--- config.mk ---
export PLATFORM = sky130hd
export DESIGN_NAME = seq_adder
export DESIGN_NICKNAME = d
export VERILOG_FILES = /design/src/rtl/seq_adder.sv
export SDC_FILE = /design/constraint.sdc
export NUM_CORES = 1
export LEC_CHECK = 0
export ABC_AREA = 1
export CAP_MARGIN = 20
export CORE_UTILIZATION = 50
export CTS_CLUSTER_SIZE = 14
export DETAILED_ROUTE_END_ITERATION = 16
export GPL_TIMING_DRIVEN = 0
export PLACE_DENSITY = 0.83
export SLEW_MARGIN = 5
export SYNTH_ARGS = -nofsm -noshare
export SYNTH_HDL_FRONTEND = slang
export SYNTH_SLANG_ARGS = --single-unit
--- constraint.sdc ---
create_clock -name clk -period 3.1 [get_ports clk]
set_clock_uncertainty 0.05 [all_clocks]
set_input_delay 0.93 -clock clk [delete_from_list [all_inputs] [get_ports clk]]
set_output_delay 0.93 -clock clk [all_outputs]
set_load 0.03 [all_outputs]
--- src/rtl/seq_adder.sv ---
// seq_adder: WIDTH-bit adder/subtractor that ripples CHUNK bits per clock,
// with a valid/ready handshake on both the operand side and the result side.
module seq_adder #(
  parameter int WIDTH = 8,
  parameter int CHUNK = 2
) (
  input  logic             clk,
  input  logic             rst_n,
  input  logic             in_valid,
  output logic             in_ready,
  input  logic [WIDTH-1:0] A,
  input  logic [WIDTH-1:0] B,
  input  logic             cin,
  input  logic             sub,
  output logic             out_valid,
  input  logic             out_ready,
  output logic [WIDTH-1:0] S,
  output logic             cout,
  output logic             ovf
);

  localparam int N  = WIDTH / CHUNK;
  localparam int KW = (N > 1) ? $clog2(N) : 1;
  localparam logic [KW-1:0] K_LAST = KW'(N - 1);

  localparam logic [1:0] IDLE = 2'd0;
  localparam logic [1:0] CALC = 2'd1;
  localparam logic [1:0] DONE = 2'd2;

  logic [1:0]       state_q, state_d;
  logic [KW-1:0]    k_q, k_d;
  logic             carry_q, carry_d;
  logic [WIDTH-1:0] a_q, a_d;
  logic [WIDTH-1:0] b_q, b_d;
  logic [WIDTH-1:0] s_q, s_d;
  logic             cout_q, cout_d;
  logic             ovf_q, ovf_d;

  // b_q holds B already inverted for subtraction, so CALC only ever adds.
  logic [CHUNK-1:0] a_chunk [N];
  logic [CHUNK-1:0] b_chunk [N];
  logic [CHUNK:0]   chunk_sum;

  genvar gi;
  generate
    for (gi = 0; gi < N; gi++) begin : g_chunk
      assign a_chunk[gi] = a_q[gi*CHUNK +: CHUNK];
      assign b_chunk[gi] = b_q[gi*CHUNK +: CHUNK];
    end
  endgenerate

  assign chunk_sum = {1'b0, a_chunk[k_q]} + {1'b0, b_chunk[k_q]}
                   + {{CHUNK{1'b0}}, carry_q};

  always_comb begin
    state_d = state_q;
    k_d     = k_q;
    carry_d = carry_q;
    a_d     = a_q;
    b_d     = b_q;
    s_d     = s_q;
    cout_d  = cout_q;
    ovf_d   = ovf_q;
    case (state_q)
      IDLE: begin
        if (in_valid) begin
          a_d     = A;
          b_d     = sub ? ~B : B;
          carry_d = sub ? ~cin : cin;
          k_d     = '0;
          state_d = CALC;
        end
      end
      CALC: begin
        for (int i = 0; i < N; i++) begin
          if (k_q == KW'(i)) s_d[i*CHUNK +: CHUNK] = chunk_sum[CHUNK-1:0];
        end
        carry_d = chunk_sum[CHUNK];
        // k stays at N-1 on the final chunk so it never leaves 0..N-1.
        if (k_q == K_LAST) begin
          state_d = DONE;
          cout_d  = chunk_sum[CHUNK];
          ovf_d   = (a_q[WIDTH-1] == b_q[WIDTH-1]) && (s_d[WIDTH-1] != a_q[WIDTH-1]);
        end else begin
          k_d = k_q + KW'(1);
        end
      end
      DONE: begin
        if (out_ready) state_d = IDLE;
      end
      default: state_d = IDLE;
    endcase
  end

  always_ff @(posedge clk or negedge rst_n) begin
    if (!rst_n) begin
      state_q <= IDLE;
      k_q     <= '0;
      carry_q <= 1'b0;
      a_q     <= '0;
      b_q     <= '0;
      s_q     <= '0;
      cout_q  <= 1'b0;
      ovf_q   <= 1'b0;
    end else begin
      state_q <= state_d;
      k_q     <= k_d;
      carry_q <= carry_d;
      a_q     <= a_d;
      b_q     <= b_d;
      s_q     <= s_d;
      cout_q  <= cout_d;
      ovf_q   <= ovf_d;
    end
  end

  assign in_ready  = (state_q == IDLE);
  assign out_valid = (state_q == DONE);
  assign S         = s_q;
  assign cout      = cout_q;
  assign ovf       = ovf_q;

endmodule

# ---- Word-level counts from Yosys, hierarchy flattened
# Cells that the tools add are included.
dict set report classes {
  n_bitwise 3
  addsub 3
  multipliers 0
  n_reduce_logical 13
  eq_ne 11
  mux 19
  n_lt_le_gt_ge 1
  div 0
  shifts 0
}
# op n
set op_table {}
lappend op_table {{two-way mux 2 bit} 11}
lappend op_table {{AND reduction 2 bit} 7}
lappend op_table {{binary-select mux 2 bit (select 2 bit)} 2}
lappend op_table {{two-way mux 8 bit} 1}
lappend op_table {{inverter 8 bit} 1}
lappend op_table {{== test 2 bit, second input constant} 3}
lappend op_table {{!= test 2 bit, second input constant} 3}
lappend op_table {{one-hot mux 2 bit (3 select lines)} 1}
lappend op_table {{AND reduction 3 bit} 2}
lappend op_table {{== test 2 x 1 -> 1 bit, second input constant} 2}
lappend op_table {{logical NOT 2 bit} 2}
lappend op_table {{one-hot mux 2 bit (2 select lines)} 1}
lappend op_table {{adder 2 x 2 -> 3 bit} 1}
lappend op_table {{adder 3 x 1 -> 3 bit} 1}
lappend op_table {{greater-or-equal comparator 3 bit, second input constant} 1}
lappend op_table {{inverter 2 -> 3 bit} 1}
lappend op_table {{adder 2 x 1 -> 2 bit, second input constant} 1}
lappend op_table {{two-way mux 1 bit} 2}
lappend op_table {{!= test 2 x 1 -> 1 bit, second input constant} 1}
lappend op_table {{one-hot mux 1 bit (2 select lines)} 1}
lappend op_table {{nonzero test 2 bit} 1}
lappend op_table {{== test 1 bit} 1}
lappend op_table {{logical AND 1 bit} 1}
lappend op_table {{!= test 1 bit} 1}
lappend op_table {{inverter 1 bit} 1}
dict set report word_totals {
  mem_count 0
  input_bits 22
  latchBits 0
  wordCells 62
  mem_bits_ro 0
  ff_bits 31
  out_inout_bits 12
  ram_bits 0
}

# ---- Depth between registers and ports, before layout
# Gate-level depths: netlist (run 1).
dict set report depth {
  ltp_word 10
  mapped_depth 13
  mapped_depth_nobuf 12
}

# ---- Worst setup path before layout (run 1)
# No wires, ideal clock.
dict set report synth_path {
  kind {register to register}
  from {reg k_q[0]}
  to {reg ovf_q, in the netlist ovf}
  arrival_ns 2.092
  setup_time_ns 0.117
  n_path_buf 1
  t_required_ns 2.933
  synth_period_minus_slack_ns 2.260
  slack_ns 0.840
  path_stages_with_launch 13
  cell_sequence {dfrtp_1 inv_1 buf_6 nand2_1 nand3_1 nand2_1 fa_1 fa_1 inv_1 nand2_1 nand3_1 nand3_1 nand2_1}
}
dict set report synth_between {
  elab_chain_len 10
  elab_cells_between_ends 15
  classes_between {add/sub: 2; eq/ne: 2; mux: 8; bitwise: 1; reduce/logical: 2}
}
# item line_no
set synth_rtl {}
lappend synth_rtl {{start, declared} 31} ;# logic [KW-1:0] k_q, k_d;
lappend synth_rtl {{start signal, assigned} 107} ;# k_q <= k_d;
lappend synth_rtl {{inverter 2 -> 3 bit (not written as such)} 52} ;# assign chunk_sum = {1'b0, a_chunk[k_q]} + {1'b0, b_chunk[k_q]}
lappend synth_rtl {{binary-select mux 2 bit (select 2 bit)} 52}
lappend synth_rtl {{two-way mux 2 bit (not written as such) (2 in series)} 52}
lappend synth_rtl {{adder 2 x 2 -> 3 bit} 52}
lappend synth_rtl {{adder 3 x 1 -> 3 bit} 53} ;# + {{CHUNK{1'b0}}, carry_q};
lappend synth_rtl {{two-way mux 2 bit} 76} ;# if (k_q == KW'(i)) s_d[i*CHUNK +: CHUNK] = chunk_sum[CHUNK-1:0];
lappend synth_rtl {{two-way mux 2 bit} 64} ;# case (state_q)
lappend synth_rtl {{!= test 1 bit} 83} ;# ovf_d = (a_q[WIDTH-1] == b_q[WIDTH-1]) && (s_d[WIDTH-1] != a_q[WIDTH-1]);
lappend synth_rtl {{logical AND 1 bit} 83}
lappend synth_rtl {{end signal, assigned} 113} ;# ovf_q <= ovf_d;
lappend synth_rtl {{end, declared} 37} ;# logic ovf_q, ovf_d;
# Parallel ways exist; a longest one is shown, timed or not. The select of a mux whose other input is x is not followed.
# A chain may end at the register's enable or synchronous reset.

# ---- Worst setup path in the final report (run 1)
dict set report layout_path {
  from {reg state_q[0]}
  to {out in_ready}
}
dict set report layout_between {
  elab_chain_len 1
}
# item line_no
set layout_rtl {}
lappend layout_rtl {{start, declared} 30} ;# logic [1:0] state_q, state_d;
lappend layout_rtl {{start signal, assigned} 106} ;# state_q <= state_d;
lappend layout_rtl {{logical NOT 2 bit} 117} ;# assign in_ready = (state_q == IDLE);
lappend layout_rtl {{end, declared} 10} ;# output logic in_ready,
# No other way between the ends.

==> flow_summary.json, run 1 <==
{
  "status": "finished, final reports clean",
  "initial_core_util": 0.521,
  "timing.fmax_mhz": 380,
  "cts_root_buf": "clkbuf_4",
  "min_period_ns": 2.63,
  "postCtsSetupRepairBufs": 0,
  "crit_required_ns": 2.12,
  "synth_nets": 207,
  "clk-insertion-delay-late_ns": 0.32,
  "seqCellArea_um2": 776,
  "layout_commonest_cell": "nand2_1",
  "timing.reg2reg.setup_slack_ns": 0.58,
  "synthSimpleGateAreaFrac": 0.245,
  "syn_inst": 179,
  "area_delta_synth_final_pct": 29.9,
  "rsz0062_at_grt": "false",
  "ys_seq_area_frac": 0.492,
  "ctsResizeCount": 0,
  "vias": 1237,
  "grt_usage": 0.205,
  "place_inst": 256,
  "powerDensity_nw_per_um2": 1060,
  "grt_pass1_vias": 1206,
  "drt_iter0_drc": 47,
  "finalSetupViolations": 0,
  "finalHoldViolCount": 0,
  "fp.dieH_um": 58.2,
  "hold_ws_ns": 0.437,
  "final.setup.tns_ns": 0,
  "ir_drop_uv": 490,
  "hold_depth": 2,
  "drive_gt1_frac": 0.118,
  "core_um2": 3030,
  "setup.worst_path.class": "reg -> out",
  "place_area_um2": 1980,
  "syn_avg_cell_area_um2": 8.81,
  "reg2reg_depth": 12,
  "die_x_um": 58.2,
  "yosys_warnings": 0,
  "num_antenna_cells": 0,
  "grt_max_degree": 19,
  "maxSlewViolCount": 0,
  "min-delay-path-class": "reg -> reg",
  "critPathCaptureType": "output port",
  "worst_pin_slew_ns": 0.694,
  "ioPinCount": 34,
  "ys_seq_elements": 31,
  "crit_arrival_ns": 1.65,
  "grt_antenna_before_repair": 0,
  "n_fill_cell": 252,
  "cts_tree": "yes",
  "synth-compound-area-share": 0.0976,
  "wl_per_cell_um": 10.5,
  "synth_top_family_by_area": "simple AND/OR/NAND/NOR gates",
  "cp-start-kind": "flop",
  "ant_nets": 0,
  "die_area_um2": 3380,
  "drt_pass1_iterations": 4,
  "row_count": 20,
  "syn_area_um2": 1580,
  "synth_fa_ha_area_frac": 0.0571,
  "routabilityCongestion": 0.807,
  "multi_input_area_um2": 701,
  "htree_levels": 2,
  "leakage_nw": 0.968,
  "fin_area_um2": 2050,
  "synth.distinct_cells": 23,
  "cts_num_sinks": 31,
  "muxShareOfSynthArea": 0,
  "ctsLongestPathBuffers": 2,
  "synth_xor_area_frac": 0.0444,
  "gr-total-overflow": 0,
  "cts_hold_buffers": 0,
  "fin_crit_sh": 0.849,
  "cts_buffers": 5,
  "final_cells": 264,
  "drc": 0,
  "vias_per_cell": 4.69,
  "cap_violations": 0,
  "path_clk_slew_ns": 0.09,
  "layout_common_cells": "nand2_1, clkdlybuf4s50_1, dfrtp_1",
  "worst-path-max-fanout": 5,
  "nets": 247,
  "io_buffers": 32,
  "relSlewSlack": 0.536,
  "dp_hpwl_mm": 2.19,
  "wl_mm": 2.78,
  "grt_pass1_wl_mm": 5.17
}
==> synth_stat cells (all sizes together) <==
cell	instances	area (µm²)
o31ai	1	7.51
fa	2	40.0
inv	13	48.8
nor2	3	26.3
xnor2	8	70.1
nand3	9	50.1
nand2	75	304
ha	4	50.1
a21oi	4	20.0
nand4	1	6.26
buf	4	42.5
clkinv	1	8.76
o21ai	23	126
dfrtp	31	776
==> final cells by class <==
class / instances / area share
buffer: 4 / 0.0208
inverter: 14 / 0.0281
tap: 44 / 0.0269
clock buffer: 8 / 0.0336
multi-input combinational: 130 / 0.342
timing repair buffer: 33 / 0.170
sequential: 31 / 0.379
==> stage by stage <==
| step | setup WS (ns) | total power, mW | utilization |
|---|---|---|---|
| 3_3_place_gp | 0.568 | 1.88 | 0.645 |
| 2_1_floorplan | 0.840 | 1.56 | - |
| 4_1_cts | 0.440 | 2.19 | 0.676 |
| 3_5_place_dp | 0.580 | 1.93 | 0.654 |
| 6_report | 0.467 | 2.17 | 0.676 |
| 5_1_grt | 0.357 | 2.39 | 0.676 |
==> worst max-delay path, stage by stage, from the launching register on <==
cell and delay, ns:
dfrtp_1 0.47, nor2_4 0.17, clkdlybuf4s50_1 0.69
==> path summary, 6_finish.rpt <==
path,start,to
worst min-delay path,a_q[0]$_DFFE_PN0P_,a_q[0]$_DFFE_PN0P_
worst min register to register,a_q[0]$_DFFE_PN0P_,a_q[0]$_DFFE_PN0P_
worst max register to register,k_q[0]$_DFFE_PN0P_,ovf$_DFFE_PN0P_
min in group asynchronous,rst_n,state_q[1]$_DFFE_PN0P_
worst max-delay path,state_q[0]$_DFFE_PN0P_,in_ready
max in group asynchronous,rst_n,a_q[1]$_DFFE_PN0P_
==> report_power, final <==
group | switching [mW] | internal [mW]
registers | 0.145 | 0.596
clock network | 0.127 | 0.133
logic | 0.686 | 0.479
==> registers in the layout, indices dropped and copies added, names as in the netlist <==
signal / cells
state_q: 2
k_q: 2
a_q: 8
S: 8
cout: 1
b_q: 8
ovf: 1
carry_q: 1
==> routing by layer <==
layer	global-route usage	routed length [µm]	vias up
li1	-	-	646
met1	0.239	1220	558
met2	0.365	1440	30
met3	0.0469	100	3
met4	0.0782	23	0
met5	0	0	-
==> logic make-up after synthesis <==
kind of cell | Yosys count
simple gates | 88
fa+ha+maj | 6
compound gates | 28
xor+xnor | 8
flops | 31
buf+inv | 18
No activity file was read; power rests on OpenSTA's default activity.
==> run 2, diff against run 1 <==
Clock period 3.1 ns to 2.58 ns, I/O delays scaled along.
==> run 2 against run 1 <==
- sequential power increased by 20%
- flip-flop and latch count unchanged
- count of clock-buffer cells in the layout unchanged
- power increased by 24%
- non-clock buffer count increased by 3
- via count increased by 0.89%
- die area unchanged
- global-route usage unchanged
- register-to-register slack got worse by 0.37 ns
- clock power increased by 20%
- worst hold slack about the same
- combinational power increased by 28%
- largest power group unchanged
==> flow_summary.json, run 2 (synthesis results as in run 1) <==
{
  "slowest_stage": "clkdlybuf4s50_1",
  "num_antenna_cells": 0,
  "seqCellArea_um2": 777,
  "reg2reg_depth": 12,
  "vias": 1248,
  "htree_levels": 2,
  "timing.reg2reg.setup_slack_ns": 0.21,
  "status": "finished, final reports clean",
  "row_count": 20,
  "timing.fmax_mhz": 403,
  "worst_pin_slew_ns": 0.694,
  "crit_path_max_incr_delay_ns": 0.69,
  "die_x_um": 58.2,
  "timing.rr.start": "k_q[0]$_DFFE_PN0P_",
  "leakage_nw": 0.981,
  "rsz0062_at_grt": "false",
  "critPathCaptureType": "output port",
  "final_cells": 267,
  "drc": 0,
  "relSlewSlack": 0.536,
  "n_fill_cell": 248,
  "die_area_um2": 3380,
  "vias_per_cell": 4.67,
  "cts_num_sinks": 31,
  "gr-total-overflow": 0,
  "timing.rr.end": "ovf$_DFFE_PN0P_",
  "clk-insertion-delay-late_ns": 0.32,
  "fp.dieH_um": 58.2,
  "hold_depth": 2,
  "wl_per_cell_um": 10.6,
  "drt_iter0_drc": 63,
  "min_period_ns": 2.48,
  "crit_family": "buffers and inverters",
  "grt_antenna_before_repair": 0,
  "fin_crit_sh": 0.963,
  "hp-start": "a_q[0]$_DFFE_PN0P_",
  "maxSlewViolCount": 0,
  "grt_pass1_vias": 1206,
  "final.setup.tns_ns": 0,
  "dp_hpwl_mm": 2.19,
  "finish.utilization": 0.685,
  "path_cells": "nor2_4 > clkdlybuf4s50_1",
  "crit_required_ns": 1.76,
  "initial_core_util": 0.521,
  "cp-start-kind": "flop",
  "ir_drop_uv": 537,
  "whs_endpoint": "a_q[0]$_DFFE_PN0P_",
  "drive_gt1_frac": 0.143,
  "core_um2": 3030,
  "cts_buffers": 5,
  "setup.worst_path.class": "reg -> out",
  "cts_hold_buffers": 0,
  "finalSetupViolations": 0,
  "ioPinCount": 34,
  "grt_max_degree": 19,
  "layout_commonest_cell": "nand2_1",
  "io_buffers": 32,
  "area_delta_synth_final_pct": 31.6,
  "grt_pass1_wl_mm": 5.17,
  "nets": 250,
  "cts_tree": "yes",
  "grt_usage": 0.205,
  "crit_arrival_ns": 1.66,
  "worst-path-max-fanout": 5,
  "powerDensity_nw_per_um2": 1300,
  "ctsLongestPathBuffers": 2,
  "layout_common_cells": "nand2_1, clkdlybuf4s50_1, dfrtp_1",
  "path_clk_slew_ns": 0.09,
  "min-delay-path-class": "reg -> reg",
  "routabilityCongestion": 0.807,
  "cap_violations": 0,
  "drt_pass1_iterations": 4,
  "wl_mm": 2.82,
  "ant_nets": 0,
  "worst-path-buf-inv": 1,
  "multi_input_area_um2": 703,
  "finalHoldViolCount": 0,
  "cts_root_buf": "clkbuf_4",
  "place_inst": 256
}
[run 2: cell count changes in the layout (fill, tap and decap cells not counted), sizes merged]
cell | before | now
buf | 5 | 8
[run 2: worst min-delay path, delay by kind of cell (launching register included)]
| family | cells | cell delay [ns] |
|---|---|---|
| DFF | 1 | 0.35 |
| and+or+nand+nor | 2 | 0.11 |
[run 2: worst max-delay path by stage]
stage | cells after the start | start | to
global route | 11 | k_q[1]$_DFFE_PN0P_ | ovf$_DFFE_PN0P_
CTS | 12 | k_q[0]$_DFFE_PN0P_ | ovf$_DFFE_PN0P_
global placement | 12 | k_q[0]$_DFFE_PN0P_ | ovf$_DFFE_PN0P_
finish | 2 | state_q[0]$_DFFE_PN0P_ | in_ready
detailed placement | 12 | k_q[0]$_DFFE_PN0P_ | ovf$_DFFE_PN0P_
floorplan | 12 | k_q[0]$_DFFE_PN0P_ | ovf$_DFFE_PN0P_
[run 2: repair_timing]
item                       CTS  global route
setup endpoints to repair    0             1
buffers inserted             0             3
gates resized for setup      0             3
[run 2: layout make-up]
| type | count | share of cell area |
|---|---|---|
| buffer | 4 | 0.0205 |
| clock buffer | 8 | 0.0332 |
| tap | 44 | 0.0265 |
| multi-input combinational | 130 | 0.339 |
| inverter | 14 | 0.0277 |
| timing repair buffer | 36 | 0.179 |
| sequential | 31 | 0.375 |
[run 2: metal layers]
| layer | share of wire | global-route usage |
|---|---|---|
| met1 | 0.45 | 0.239 |
| met5 | 0 | 0 |
| met2 | 0.51 | 0.365 |
| met3 | 0.033 | 0.0469 |
| met4 | 0.0082 | 0.0782 |
[run 2: per-stage QoR]
step / instance area [µm²] / setup WS [ns] / hold slack (ns) / total power, mW
after floorplan: 1580 / 0.320 / 0.399 / 1.87
after global placement: 1950 / 0.101 / 0.414 / 2.26
after detailed placement: 1980 / 0.0595 / 0.419 / 2.32
after CTS: 2050 / 0.0554 / 0.441 / 2.63
after global routing: 2070 / 0.0125 / 0.465 / 2.96
final: 2070 / 0.0956 / 0.437 / 2.69
[run 2: where the power goes]
group	switching, mW	leakage, nW	internal (mW)
clock network	0.153	0.0386	0.160
registers	0.174	0.386	0.719
logic	0.848	0.556	0.641
total	1.17	0.981	1.52
